### config.mk
export PLATFORM = sky130hd
export DESIGN_NAME = key_debounce
export DESIGN_NICKNAME = d
export VERILOG_FILES = /design/src/rtl/key_debounce.sv
export SDC_FILE = /design/constraint.sdc
export NUM_CORES = 1
export LEC_CHECK = 0
export ABC_AREA = 1
export BUFFER_PORTS_ARGS = -buffer_cell sky130_fd_sc_hd__buf_2
export CORE_MARGIN = 2
export CORE_UTILIZATION = 62
export CTS_CLUSTER_DIAMETER = 80
export CTS_CLUSTER_SIZE = 10
export DETAILED_ROUTE_END_ITERATION = 8
export PLACE_DENSITY = 0.81
export SETUP_SLACK_MARGIN = 0.5
export SYNTH_ARGS = -nofsm -noshare
export SYNTH_HDL_FRONTEND = slang
export SYNTH_SLANG_ARGS = --single-unit
### constraint.sdc
create_clock -name clk -period 2.07 [get_ports clk]
set_clock_uncertainty 0.15 [all_clocks]
set_input_delay 0.207 -clock clk [delete_from_list [all_inputs] [get_ports clk]]
set_output_delay 0.207 -clock clk [all_outputs]
set_load 0.005 [all_outputs]
### src/rtl/key_debounce.sv
// ---------------------------------------------------------------------------
// key_debounce
//   Conditions N raw board keys/switches into clean debounced levels plus
//   one-cycle press/release event pulses. Each channel is independent:
//   a 2-flop synchronizer, a polarity normalizer, a saturating stability
//   counter and a 4-state FSM (IDLE / PRESS_PEND / HELD / RELEASE_PEND).
//
//   Optional feature macro: KEY_REPEAT_EN
//     defined   : while a key stays HELD, extra press_o pulses are emitted
//                 REPEAT_DELAY cycles after the accepted press and then every
//                 REPEAT_RATE cycles.
//     undefined : exactly one press_o per accepted press; REPEAT_* ignored.
//
// Ports
//   clk        in   1  system clock
//   rst        in   1  synchronous reset, active-high
//   key_i      in   N  raw asynchronous key inputs
//   key_o      out  N  debounced level, 1 = pressed
//   press_o    out  N  1-cycle pulse on accepted press (and auto-repeat)
//   release_o  out  N  1-cycle pulse on accepted release
// ---------------------------------------------------------------------------
module key_debounce #(
   parameter int N            = 10,
   parameter int DEBOUNCE_CYC = 250000,
   parameter int ACTIVE_LOW   = 1,
   parameter int REPEAT_DELAY = 12500000,
   parameter int REPEAT_RATE  = 2500000
) (
   input  logic         clk,
   input  logic         rst,
   input  logic [N-1:0] key_i,
   output logic [N-1:0] key_o,
   output logic [N-1:0] press_o,
   output logic [N-1:0] release_o
);

   localparam int CW = $clog2(DEBOUNCE_CYC + 1);

   // Raw level that means "not pressed"; sync flops reset to it so that a key
   // held through reset is seen as a fresh press needing full qualification.
   localparam logic [N-1:0] REL_LVL = {N{(ACTIVE_LOW != 0)}};

   typedef enum logic [1:0] {
      ST_IDLE         = 2'd0,
      ST_PRESS_PEND   = 2'd1,
      ST_HELD         = 2'd2,
      ST_RELEASE_PEND = 2'd3
   } state_t;

   logic [N-1:0] sync1_q;
   logic [N-1:0] sync2_q;
   logic [N-1:0] s_s;

   // Two-flop synchronizer for the asynchronous key pins.
   always_ff @(posedge clk) begin
      if (rst) begin
         sync1_q <= REL_LVL;
         sync2_q <= REL_LVL;
      end else begin
         sync1_q <= key_i;
         sync2_q <= sync1_q;
      end
   end

   // Normalize polarity so that s_s = 1 means pressed.
   assign s_s = (ACTIVE_LOW != 0) ? ~sync2_q : sync2_q;

   for (genvar i = 0; i < N; i++) begin : g_ch
      state_t        state_q, state_d;
      logic [CW-1:0] cnt_q, cnt_d;
      logic [CW-1:0] cnt_inc_s;
      logic          key_q, key_d;
      logic          press_q, press_d;
      logic          rel_q, rel_d;

`ifdef KEY_REPEAT_EN
      localparam int RMAX = (REPEAT_DELAY > REPEAT_RATE) ? REPEAT_DELAY : REPEAT_RATE;
      localparam int RW   = $clog2(RMAX + 1);
      logic [RW-1:0] rep_q, rep_d;
      logic          first_q, first_d;
      logic [RW-1:0] rep_last_s;

      // First repeat waits REPEAT_DELAY, later ones REPEAT_RATE.
      assign rep_last_s = first_q ? RW'(REPEAT_DELAY - 1) : RW'(REPEAT_RATE - 1);

      // Auto-repeat counter and first/subsequent phase flag.
      always_ff @(posedge clk) begin
         if (rst) begin
            rep_q   <= {RW{1'b0}};
            first_q <= 1'b1;
         end else begin
            rep_q   <= rep_d;
            first_q <= first_d;
         end
      end
`endif

      // Saturating increment; the counter must never wrap.
      assign cnt_inc_s = (cnt_q == CW'(DEBOUNCE_CYC)) ? cnt_q : cnt_q + CW'(1);

      // Per-channel FSM state, stability counter and registered outputs.
      always_ff @(posedge clk) begin
         if (rst) begin
            state_q <= ST_IDLE;
            cnt_q   <= {CW{1'b0}};
            key_q   <= 1'b0;
            press_q <= 1'b0;
            rel_q   <= 1'b0;
         end else begin
            state_q <= state_d;
            cnt_q   <= cnt_d;
            key_q   <= key_d;
            press_q <= press_d;
            rel_q   <= rel_d;
         end
      end

      // Next-state logic: qualify each level change for DEBOUNCE_CYC cycles.
      always_comb begin
         state_d = state_q;
         cnt_d   = cnt_q;
         key_d   = key_q;
         press_d = 1'b0;
         rel_d   = 1'b0;
`ifdef KEY_REPEAT_EN
         // Any path other than staying in HELD clears the repeat timing.
         rep_d   = {RW{1'b0}};
         first_d = 1'b1;
`endif
         case (state_q)
            ST_IDLE: begin
               key_d = 1'b0;
               if (s_s[i]) begin
                  state_d = ST_PRESS_PEND;
                  cnt_d   = CW'(1);
               end else begin
                  cnt_d   = {CW{1'b0}};
               end
            end
            ST_PRESS_PEND: begin
               if (!s_s[i]) begin
                  state_d = ST_IDLE;
                  cnt_d   = {CW{1'b0}};
               end else if (cnt_q == CW'(DEBOUNCE_CYC - 1)) begin
                  state_d = ST_HELD;
                  key_d   = 1'b1;
                  press_d = 1'b1;
                  cnt_d   = {CW{1'b0}};
               end else begin
                  cnt_d   = cnt_inc_s;
               end
            end
            ST_HELD: begin
               if (!s_s[i]) begin
                  state_d = ST_RELEASE_PEND;
                  cnt_d   = CW'(1);
               end else begin
                  cnt_d   = {CW{1'b0}};
`ifdef KEY_REPEAT_EN
                  if (rep_q == rep_last_s) begin
                     press_d = 1'b1;
                     rep_d   = {RW{1'b0}};
                     first_d = 1'b0;
                  end else begin
                     rep_d   = rep_q + RW'(1);
                     first_d = first_q;
                  end
`endif
               end
            end
            ST_RELEASE_PEND: begin
               if (s_s[i]) begin
                  state_d = ST_HELD;
                  cnt_d   = {CW{1'b0}};
               end else if (cnt_q == CW'(DEBOUNCE_CYC - 1)) begin
                  state_d = ST_IDLE;
                  key_d   = 1'b0;
                  rel_d   = 1'b1;
                  cnt_d   = {CW{1'b0}};
               end else begin
                  cnt_d   = cnt_inc_s;
               end
            end
            default: begin
               state_d = ST_IDLE;
               cnt_d   = {CW{1'b0}};
               key_d   = 1'b0;
            end
         endcase
      end

      assign key_o[i]     = key_q;
      assign press_o[i]   = press_q;
      assign release_o[i] = rel_q;
   end

endmodule

==> metrics, run 1 <==
Max VDD drop 770 uV; ranking of synthesized cells by area dfxtp_1, nand2_1, inv_1, nor2_1, nand3_1; worst setup margin 162 ps; critical path peak fanout 4; initial antenna violation count 0; number of global-route vias before repair 12054; Routed Antenna Nets 0; slack of the worst reg-to-reg path 160 ps; RSZ-0062 raised after global routing yes; MaxCap Viol Count 0; Post-Syn Area 12400 um2; Setup crit end kind register; largest net degree at the start of global routing 30; first-pass GRT wire length 53600 um; Yosys top cell area share 40.5%; num ports 42; Fin Hold WS 83.7 ps; via count between 10000 and 15000; P_sw about 2.8 mW; P&R area growth vs syn 47.2%; worst-skew pair later-pin latency 550 ps; most used cell, CP nor2_4; GRT Total Usage around 29%; chip width 145 um; 1st-iter DRT viols roughly 2100; Critical-path top delay cell dfxtp_4; WP data arrival 2240 ps; port bufs 41; Die Y 145 um; Final Max Tran Viols 0; switch share 26.8%; Int Pwr 7.77 mW; Root Driver clkbuf_16; H-tree levels 1; pre-CTS WS 222 ps; outcome finished, final reports clean; TNS Setup 0 ps; type of the worst min-delay path in2reg; Worst Path Required 2400 ps; min Tclk post-route between 1500 and 2000 ps; clock buffer depth 3; Finish-stage setup viols 0; f_max 524 MHz; share of power burned in the clock network 41.8%; PD cells 582 nW/um2; Crit path depth 10; Worst-Margin Slew 696 ps; Period Utilization, post-route 92.2%; termination of the worst setup path g_ch[0].cnt_q[16]; Clock Pin Slew Worst Setup and Hold Paths 60 ps; # nets final 1998; sequential share of power 47.5%; Yosys warnings 0; die area 21100 um2; ratio of cells with drive above 1 in the final layout 47.4%; syn nets 1744; core area 19500 um2; total grt overflow 0; Final Hold Violating Endpoints 0; drt pass-1 iters 8; Slew headroom 53.6%; Avg WL per Cell 22.6 um; post-synthesis register bit count 250; crit path buf inv count 1; Post-Route WL 50200 um; antenna cell count 0; critical path, cell by cell ha_4 -> nand2_4 -> nor2_4 -> nand4_1 -> nor2_4 -> nand2_2 -> inv_2 -> nand3_2 -> xor2_1 -> nor2_1; Seq/Total Area, Yosys 40.5%; Pleak 6.70 nW; Core Rows around 50; CP max stage delay 380 ps; via/cell ratio 6.55; Fillers 603; Avg Cell Area, Syn between 7 and 8 um2; Top delay family on crit path simple AND/OR/NAND/NOR gates; type of origin of the critical path register; Logic pwr share 10.7%; CTS tree built; crit path from g_ch[0].cnt_q[0]; Synth Instances roughly 1700; Post-route DRC 0; CTS buffer count 28; Reg2Reg Depth 10; clk sinks 250; critical path class reg2reg; reg2reg start g_ch[0].cnt_q[0]; Detailed Place HPWL 17200 um; GP Congestion 0.880; initial cell density of the core 63.4%; FF-to-FF End g_ch[0].cnt_q[16]; Synth area leader dfxtp_1; Yosys cell types a little under 50
-- kinds of logic after synthesis --
group	count (synthesis)	synth area share, %
flops	250	40.5
xor+xnor	58	4.11
compound gates	219	9.68
buf+inv	282	9.85
mux	2	0.162
fa+ha+maj	30	3.03
simple gates	861	32.7
-- routing by layer --
layer / wire length [um] / part of all wire (%) / track usage, %
met1: 16700 / 33 / 33.1
met4: 4550 / 9.1 / 12.1
met2: 24300 / 48 / 54.6
met5: 0 / 0 / 0
met3: 4570 / 9.1 / 5.09
-- registers in the layout, indices dropped and copies added, names as in the netlist, named ones only --
name and cells:
g_ch.cnt_q 180, g_ch.key_q 10, g_ch.press_q 10, g_ch.rel_q 10
g_ch.state_q 10, sync1_q 10, sync2_q 10
-- repair_timing --
item                                    in CTS  in global routing
endpoints found under the setup margin     204                224
buffers inserted                           124                 77
resized for setup                          331                488
cloned                                       9                  2
hold endpoints to repair                    11                  0
hold buffers                                11                  0
pin swaps                                  128                204
-- cells in the final DEF (no fill, tap or decap), types with 40 or more instances in the layout --
cell / count
nand2_2: 50
nand2_1: 222
nor2_4: 54
dfxtp_1: 142
xor2_1: 40
inv_1: 155
buf_2: 41
inv_2: 63
a21oi_1: 68
dfxtp_2: 66
nand3_1: 69
a21oi_2: 54
buf_6: 49
nand4_1: 61
buf_4: 158
dfxtp_4: 42
nor2_1: 138
-- power groups by stage --
stage | Clock [mW] | Sequential (mW) | Combinational [mW]
after floorplan | 0 | 5.08 | 0.534
after global placement | 0 | 5.11 | 0.622
after detailed placement | 0 | 5.11 | 0.638
after CTS | 4.33 | 5.01 | 0.821
after global routing | 4.57 | 5.04 | 1.21
final | 4.44 | 5.04 | 1.13
-- how the worst min path moves through the flow --
stage	startpoint	endpoint	slack, ps	cells after the start
detailed placement	sync1_q[0]	sync2_q[0]	240	1
finish	rst	g_ch[3].rel_q	80	2
global route	rst	g_ch[3].rel_q	70	2
global placement	key_i[7]	sync1_q[7]	240	2
floorplan	key_i[0]	sync1_q[0]	160	1
CTS	rst	g_ch[3].rel_q	30	2
-- per-stage QoR --
stage / power [mW] / instance area (um2) / instances / util [%]
5_1_grt: 10.8 / 18200 / 2223 / 93.3
2_1_floorplan: 5.62 / 12600 / 1702 / -
3_5_place_dp: 5.75 / 12900 / 1968 / 65.9
4_1_cts: 10.2 / 15900 / 2144 / 81.5
3_3_place_gp: 5.73 / 12900 / 1968 / 65.9
6_report: 10.6 / 18200 / 2223 / 93.3
-- synth_stat cells (all sizes together) --
cell type and count:
or2 32, nor3b 10, xnor2 17, o21ai 53, a31oi 4, clkbuf 8
inv 234, and2 1, nand4 61, nand3b 5, mux2i 2, a21boi 2
xor2 41, a21oi 126, dfxtp 250, a22oi 2, ha 30, a211oi 6
nand2 304, o211a 2, nand3 136, nor2 222, o21bai 5, o21a 9
o22ai 2, nor3 73, o211ai 5, nor4 15, or3 2, o31ai 3
buf 40
-- area by class of cell --
cell class                      count  area, um2  area share, %
Clock buffer                       32        737           4.05
Timing Repair Buffer              262       2110           11.6
Inverter                          234        941           5.17
Timing Repair inverter              2       15.0         0.0824
Sequential cell                   250       5250           28.8
Tap cell                          265        332           1.82
Multi-Input combinational cell   1178       8830           48.5
Note: power is estimated with default switching activity, not from simulation.
==> inputs of run 2 (changes only) <==
Settings changed: ABC_AREA 1 to unset.
==> run 2 against run 1 <==
Clock power decreased by 4%. Worst hold slack improved by 63 ps. Critical path depth decreased by 5. The run now ends with setup timing left. Synthesized cell count decreased by 24%. Critical path type unchanged. Total power decreased by 5.6%. Sequential power decreased by 1%. Global-route usage decreased by 4.1 points. Wire length decreased by 37%. Design area decreased by 15%.
==> metrics, run 2 <==
commonest non-fill, non-tap cell in the layout dfxtp_1; hold wc startpoint rst; Largest Register g_ch.cnt_q; # nets final 1486; via count 10246; total grt overflow 0; syn nets roughly 1300; adder-cell share of the synthesized area 3.32%; Post-synth top cells dfxtp_1, nor2_1, nand2_1; cell with the most instances after synthesis dfxtp_1; die area 19300 um2; Seq/Total Area, Yosys 44.3%; Avg Cell Area, Syn roughly 8.7 um2; Synth Instances 1295; 1st-iter DRT viols 587; worst setup margin -20.1 ps; Worst Path Required ~2300 ps; commonest non-fill, non-tap cells in the layout dfxtp_1, nor2_1, nand2_1; Clock Pin Slew Worst Setup and Hold Paths 60 ps; Finish-stage setup viols 1; Die Y 139 um; clock buffer depth 3; largest net degree at the start of global routing 20; P&R area growth vs syn 37.1%; f_max between 400 and 500 MHz; Placed Instances 1535; via/cell ratio 6.12; Post-Syn Area roughly 11000 um2; Max VDD drop 891 uV; Yosys top cell area share 44.3%; post-synthesis register bit count 250; number of synthesized flops with an enable pin 0; reg2reg start g_ch[8].cnt_q[6]; simple-gate portion of the synthesized area 29.5%; type of the worst min-delay path in2reg; chip width 139 um; Power Total 10.0 mW; CTS buffer count 28; number of global-route vias before repair 9085; Core Rows 49; Final Hold Violating Endpoints 0; largest family of logic cells by synthesized area simple AND/OR/NAND/NOR gates; type of origin of the critical path register; Detailed Place HPWL around 14000 um; GRT Total Usage 25.3%; Worst-Margin Slew 865 ps; drt pass-1 iters 6; Final Max Tran Viols 0; critical path class reg2reg; Most used DFF post-synth dfxtp_1; XOR/XNOR Fraction of Synth Area approximately 11%; ratio of cells with drive above 1 in the final layout 42.7%; Setup crit end kind register; MaxCap Viol Count 0; Yosys cell types 58; Reg2Reg Depth 5; WP data arrival 2340 ps; initial cell density of the core between 60% and 70%; first-pass GRT wire length 42200 um; Post-Layout Cell Count 1673; Post-Route WL 31700 um; mux share of post-synthesis cell area under 10%; port bufs around 40; slack of the worst reg-to-reg path -20 ps; Yosys warnings 0; Period Utilization, post-route 101%; min Tclk post-route roughly 2100 ps; initial antenna violation count 0; Routed Antenna Nets 0; CTS tree built; clk sinks 250; PD cells 647 nW/um2; critical path peak fanout 3; hold path cells 2; Async SR Flop Fraction 0%; Avg WL per Cell 18.9 um; num ports 42; Root Driver clkbuf_16; antenna cell count 0; RSZ-0062 raised after global routing yes; Post-route DRC 0; Pleak 5.28 nW; post-synthesis compound-gate area fraction 5.49%; violated checks setup timing; Synth area leader dfxtp_1; FF-to-FF End g_ch[8].cnt_q[0]; ranking of synthesized cells by area dfxtp_1, nor2_1, xor2_1, xnor2_1, nand3_1; max reg flops 180; outcome finished with violations; worst-skew pair later-pin latency 530 ps; H-tree levels 1; Slew headroom 42.4%; core area around 18000 um2; GP Congestion 0.833
==> run 2: cell types whose count changed after synthesis, sizes merged, moves of 13 or more <==
cell | before | now
and4 | 0 | 23
xor2 | 41 | 88
nand2 | 304 | 112
nand2b | 0 | 16
nor3 | 73 | 47
and3 | 0 | 17
a21oi | 126 | 38
and2 | 1 | 14
inv | 234 | 49
nand4 | 61 | 35
xnor2 | 17 | 59
nand3 | 136 | 87
o21ai | 53 | 10
==> run 2: cell families (layout without fill, tap and decap cells) <==
group,Yosys count,count (layout)
compound gates,96,96
xor+xnor,147,147
fa+ha+maj,30,30
buf+inv,107,242
flops,250,250
mux,12,12
simple gates,653,667
==> run 2: worst max-delay path, cell delays in order, from the launching register on <==
cell and delay [ps]:
dfxtp_2 320, or4b_4 540, nor4_4 320, nand4_1 270, xnor2_1 260, a21boi_1 90
==> run 2: where the power goes <==
group,total (mW),internal [mW],switching (mW)
clock,4.27,2.44,1.83
combinational,0.768,0.331,0.437
sequential,4.98,4.87,0.114
total,10.0,7.64,2.38
==> run 2: area by class of cell <==
type,count,area (um2)
Sequential cell,250,5170
Tap cell,229,287
Timing Repair Buffer,163,1320
Fill cell,810,2420
Inverter,49,186
Multi-Input combinational cell,952,7790
Clock buffer,30,729
==> run 2: how the worst max path moves through the flow <==
| stage | from | to | slack (ps) | cells after the start |
|---|---|---|---|---|
| after floorplan | g_ch[7].cnt_q[9] | g_ch[7].cnt_q[9] | 150 | 6 |
| final | g_ch[8].cnt_q[6] | g_ch[8].cnt_q[0] | -20 | 5 |
| after global placement | g_ch[8].cnt_q[13] | g_ch[8].cnt_q[1] | 110 | 5 |
| after CTS | g_ch[7].cnt_q[9] | g_ch[7].key_q | 100 | 5 |
| after global routing | g_ch[8].cnt_q[13] | g_ch[8].cnt_q[0] | -140 | 5 |
| after detailed placement | g_ch[8].cnt_q[13] | g_ch[8].cnt_q[1] | 60 | 5 |
==> run 2: per-stage QoR <==
| stage | area, um2 | worst slack [ps] | util [%] | hold WS (ps) | TNS, ps |
|---|---|---|---|---|---|
| after floorplan | 11600 | 153 | - | 161 | 0 |
| after CTS | 13900 | 104 | 77.4 | 63.2 | 0 |
| after detailed placement | 11900 | 57.5 | 66.6 | 242 | 0 |
| after global placement | 11900 | 107 | 66.6 | 239 | 0 |
| after global routing | 15500 | -136 | 86.5 | 155 | -982 |
| final | 15500 | -20.1 | 86.5 | 147 | -20.1 |
==> run 2: per-layer routing <==
layer	up-vias	share of wire (%)	track usage, %
li1	4720	-	-
met1	4996	40	31.9
met2	402	51	45.1
met3	128	5.3	3.66
met4	0	3.4	7.23
met5	-	0	0
==> run 2: timing repair <==
action / in CTS / in global routing
resized for setup: 176 / 324
pin swaps: 48 / 95
setup buffers: 45 / 34
endpoints found under the hold margin: 10 / 0
endpoints found under the setup margin: 228 / 227
hold buffers: 10 / 0
cloned: 12 / 7
